## config.mk

```make
export PLATFORM = sky130hd
export DESIGN_NAME = display_scan_mux
export DESIGN_NICKNAME = d
export VERILOG_FILES = /design/src/rtl/display_scan_mux.sv
export SDC_FILE = /design/constraint.sdc
export NUM_CORES = 1
export LEC_CHECK = 0
export ABC_AREA = 1
export CORE_MARGIN = 4
export CORE_UTILIZATION = 45
export CTS_CLUSTER_DIAMETER = 40
export DETAILED_ROUTE_END_ITERATION = 12
export PLACE_DENSITY = 0.8
export SKIP_LAST_GASP = 1
export SLEW_MARGIN = 20
export SYNTH_ARGS = -nofsm -noshare
export SYNTH_HDL_FRONTEND = slang
export SYNTH_SLANG_ARGS = --single-unit
```

## constraint.sdc

```tcl
create_clock -name clk -period 1.67 [get_ports clk]
set_clock_uncertainty 0.1 [all_clocks]
set_input_delay 0.334 -clock clk [delete_from_list [all_inputs] [get_ports clk]]
set_output_delay 0.334 -clock clk [all_outputs]
set_load 0.005 [all_outputs]
```

## src/rtl/display_scan_mux.sv

```systemverilog
// rtl/display_scan_mux.sv - time-multiplexed 7-segment digit scanner with blanking gap and per-frame snapshot
// Optional LEADING_ZERO_BLANK_EN: show leading zero digits (except digit 0) as 4'hF.
module display_scan_mux #(
  parameter int N_DIGITS     = 6,
  parameter int SCAN_DIV     = 1000,
  parameter int BLANK_CYCLES = 16
) (
  input  logic                  clk,
  input  logic                  rst,
  input  logic                  en,
  input  logic [4*N_DIGITS-1:0] digits,
  input  logic [N_DIGITS-1:0]   dp_mask,
  output logic [3:0]            number,
  output logic [N_DIGITS-1:0]   dig_sel,
  output logic                  dp,
  output logic                  frame_start
);

  localparam int CW = (SCAN_DIV > 2) ? $clog2(SCAN_DIV) : 1;
  localparam int IW = (N_DIGITS > 2) ? $clog2(N_DIGITS) : 1;
  localparam logic [CW-1:0] CNT_LAST  = CW'(SCAN_DIV - 1);
  localparam logic [CW-1:0] BLANK_END = CW'(BLANK_CYCLES);
  localparam logic [IW-1:0] IDX_LAST  = IW'(N_DIGITS - 1);

  logic [CW-1:0]           cnt_q, cnt_d;
  logic [IW-1:0]           idx_q, idx_d;
  logic [4*N_DIGITS-1:0]   snap_digits_q, snap_digits_d;
  logic [N_DIGITS-1:0]     snap_dp_q, snap_dp_d;
  logic [3:0]              number_q, number_d;
  logic [N_DIGITS-1:0]     dig_sel_q, dig_sel_d;
  logic                    dp_q, dp_d;
  logic                    frame_start_q, frame_start_d;

  logic                    slot_end, frame_wrap, visible;
  logic [3:0]              cur_digit;
  logic                    cur_dp;

`ifdef LEADING_ZERO_BLANK_EN
  logic [N_DIGITS-1:0]     blank_q, blank_d;
  logic [N_DIGITS-1:0]     lead_zero;
  logic                    upper_zero;

  // A digit is blank when it and every more significant digit are zero.
  always_comb begin
    lead_zero  = '0;
    upper_zero = 1'b1;
    for (int i = N_DIGITS - 1; i >= 1; i--) begin
      upper_zero   = upper_zero && (digits[4*i +: 4] == 4'd0);
      lead_zero[i] = upper_zero;
    end
  end
`endif

  always_comb begin
    cur_digit = 4'd0;
    cur_dp    = 1'b0;
    for (int i = 0; i < N_DIGITS; i++) begin
      if (idx_q == IW'(i)) begin
`ifdef LEADING_ZERO_BLANK_EN
        cur_digit = blank_q[i] ? 4'hF : snap_digits_q[4*i +: 4];
`else
        cur_digit = snap_digits_q[4*i +: 4];
`endif
        cur_dp    = snap_dp_q[i];
      end
    end
  end

  always_comb begin
    cnt_d         = cnt_q;
    idx_d         = idx_q;
    snap_digits_d = snap_digits_q;
    snap_dp_d     = snap_dp_q;
    number_d      = number_q;
    dig_sel_d     = '0;
    dp_d          = 1'b0;
    frame_start_d = 1'b0;
`ifdef LEADING_ZERO_BLANK_EN
    blank_d       = blank_q;
`endif
    slot_end   = (cnt_q == CNT_LAST);
    frame_wrap = slot_end && (idx_q == IDX_LAST);
    visible    = (cnt_q >= BLANK_END);

    if (en) begin
      cnt_d = slot_end ? '0 : cnt_q + 1'b1;
      if (slot_end) begin
        idx_d = (idx_q == IDX_LAST) ? '0 : idx_q + 1'b1;
      end
      // Capture only at frame wrap so a counter rollover never splits a frame.
      if (frame_wrap) begin
        snap_digits_d = digits;
        snap_dp_d     = dp_mask;
`ifdef LEADING_ZERO_BLANK_EN
        blank_d       = lead_zero;
`endif
      end
      number_d = cur_digit;
      for (int i = 0; i < N_DIGITS; i++) begin
        dig_sel_d[i] = visible && (idx_q == IW'(i));
      end
      dp_d          = cur_dp && visible;
      frame_start_d = (cnt_q == '0) && (idx_q == '0);
    end
  end

  always_ff @(posedge clk) begin
    if (rst) begin
      cnt_q         <= '0;
      idx_q         <= '0;
      snap_digits_q <= '0;
      snap_dp_q     <= '0;
      number_q      <= '0;
      dig_sel_q     <= '0;
      dp_q          <= 1'b0;
      frame_start_q <= 1'b0;
`ifdef LEADING_ZERO_BLANK_EN
      blank_q       <= '0;
`endif
    end else begin
      cnt_q         <= cnt_d;
      idx_q         <= idx_d;
      snap_digits_q <= snap_digits_d;
      snap_dp_q     <= snap_dp_d;
      number_q      <= number_d;
      dig_sel_q     <= dig_sel_d;
      dp_q          <= dp_d;
      frame_start_q <= frame_start_d;
`ifdef LEADING_ZERO_BLANK_EN
      blank_q       <= blank_d;
`endif
    end
  end

  assign number      = number_q;
  assign dig_sel     = dig_sel_q;
  assign dp          = dp_q;
  assign frame_start = frame_start_q;

endmodule
```

==> run metrics <==
width of the die=85.96 um; Sw Pwr=0.5007 mW; Max stage delay on crit path=0.51 ns; syn avg cell area=8.044 um2; Cell Area, Placed=3311 um2; global route overflow=0; max_slew headroom=78.55%; crit path kind=reg2out; status=complete, no violations; vias in the first global route=2288; Final setup violation count=0; Worst Hold Class=in2reg; Port-buffer cells=44; Int Pwr=1.906 mW; Post-Route Utilization=58.28%; Yosys warning count=0; library cells used by synthesis=28; CP Buf/Inv Count=1; CP Depth=1; register area share after synthesis=40.26%; Pins Over Slew Limit=0; Critical Path End Type=output pin; Antenna Cells=0; Least-Margin Pin Slew=0.3210 ns; Worst-Skew Late Latency=0.31 ns; clock share of power=37.6%; post-CTS setup buffer count=0; Final Net Count=429; # hold bufs at CTS=0; post-detailed-routing wire length=6074 um; Synth Register Bits=55; Initial Utilization=46.20%; Root Buffer Master=clkbuf_8; Syn-to-layout area delta=26.17%; row count=28; clock period minus worst slack=1.618 ns; cells along the critical path=clkdlybuf4s50_1; VDD IR max=313.7 uV; Leakage Power=1.447 nW; die area=7389 um2; DIE HEIGHT=85.96 um; cell area after synthesis=2735 um2; Final period util=96.88%; CP required=1.24 ns; Flop pwr share=55.2%; Peak Freq=618.1 MHz; crit-path max FO=2; CTS max path bufs=2; Max Cap Violations=0; hold path cells=4; Comb pwr share=7.2%; GP Congestion=0.8329; 1st-iter DRT viols=144; detailed-route via count=2351; worst-path cell with the longest stage delay=clkdlybuf4s50_1; first-pass GRT wire length=10280 um; CP Launch Type=register; DP HPWL=4546 um; syn nets=376; post_cts resized=0; Hold Slack=0.2986 ns; routed len/inst=12.95 um; drt drc=0; IO Pins=45; Design Area, Final=3451 um2; clock sink count=55; dpl cells=461; Mapped Cells=340; clock transition at the registers of the reported paths=0.10 ns; total power=2.407 mW; PD cells=697.5 nW/um2; largest net degree at the start of global routing=31; r2r worst-path depth=8; Clock H-tree levels=2; core area=5921 um2; Layout Cells excl Fill=469; Final Hold Vio Count=0; WP data arrival=1.18 ns; RSZ-0062 raised after global routing=no; switching part of the total power=20.80%; CTS tree=done; DR pass1 iterations=4; post-route ant nets=0; cell family with most CP delay=buffers and inverters; antenna violations before repair=0; Num CTS Buffers=5; share of post-route cells with drive strength above 1=27.16%; Global Route Usage Sum=17.23%; vias per std cell=5.013
routing by layer:
layer | GRT usage [%] | wire [um] | up-vias
li1 | - | - | 1219
met1 | 22.49 | 2553 | 1050
met2 | 28.52 | 2972 | 68
met3 | 2.690 | 438 | 14
met4 | 6.619 | 110 | 0
met5 | 0 | 0 | -
worst paths after layout:
path	from	end	slack (ns)
setup / recovery	number[3]$_SDFFE_PP0P_	number[3]	0.05
hold / removal	rst	frame_start$_SDFF_PP0_	0.30
setup reg to reg	idx_q[1]$_SDFFE_PP0P_	number[2]$_SDFFE_PP0P_	0.14
hold reg to reg	snap_dp_q[5]$_SDFFE_PP0P_	dp$_SDFF_PP0_	0.36
state kept, by name (all words and copies together) (netlist names):
register       cells
number             4
dp                 1
idx_q              3
frame_start        1
snap_digits_q     24
snap_dp_q          6
dig_sel            6
cnt_q             10
kinds of logic after synthesis:
kind of cell	count (synthesis)	synth area share [%]
AO/OA/AOI/OAI	60	11.07
flip-flops	55	40.26
adder cells (fa/ha/maj)	3	1.373
XOR/XNOR	2	0.6406
AND/OR/NAND/NOR	174	37.51
buffers and inverters	46	9.149
cell type report:
cell class,count,area [um2]
fillers,526,2470
clock inverters,2,35.03
multi-input cells,239,1400
flip-flops and latches,55,1104
clock buffers,6,82.58
well taps,75,93.84
repair buffers,65,634.4
inverters,27,101.3
power by group through the flow:
stage	registers [mW]	logic (mW)	clock network, mW
final	1.33	0.172	0.906
after global routing	1.33	0.186	0.961
after CTS	1.33	0.174	0.932
after detailed placement	1.36	0.170	0
after global placement	1.36	0.169	0
after floorplan	1.36	0.0526	0
Yosys cell counts, drive strengths merged:
master / count / area, um2
nand3b: 2 / 27.53
nor3: 35 / 325.3
o21ai: 11 / 55.05
dfxtp: 55 / 1101
a211oi: 1 / 7.510
ha: 3 / 37.54
nor3b: 1 / 7.510
nand2: 43 / 168.9
xor2: 2 / 17.52
nand3: 14 / 75.07
a21oi: 48 / 240.2
buf: 15 / 133.9
nand4: 7 / 50.05
clkbuf: 4 / 15.01
inv: 27 / 101.4
nor2: 72 / 371.6
cell usage in the layout, fill, tap and decap left out:
cell,count
buf_4,17
nor3_1,5
ha_1,1
a211oi_1,1
xor2_1,2
nand2_1,42
dfxtp_2,2
buf_6,1
nor2_2,32
bufinv_16,1
nand3b_4,1
ha_2,2
nand3b_1,1
nand3_2,1
nand3_1,13
buf_12,3
a21oi_1,48
nor3b_1,1
nand4_1,6
clkdlybuf4s50_1,43
nor2_1,38
o21ai_0,10
inv_2,5
nand2_4,1
dfxtp_1,53
buf_2,1
nor3_2,30
nor2_4,1
clkbuf_8,6
o21ai_1,1
inv_1,22
clkinv_2,1
nor2_8,1
nand4_4,1
stage by stage:
| step | setup WS [ns] | setup TNS [ns] |
|---|---|---|
| finish | 0.05219 | 0 |
| global route | 0.004971 | 0 |
| CTS | 0.01972 | 0 |
| detailed placement | -0.2362 | -7.327 |
| global placement | -0.1620 | -5.727 |
| floorplan | 0.1529 | 0 |
(Power assumes the default switching activity.)
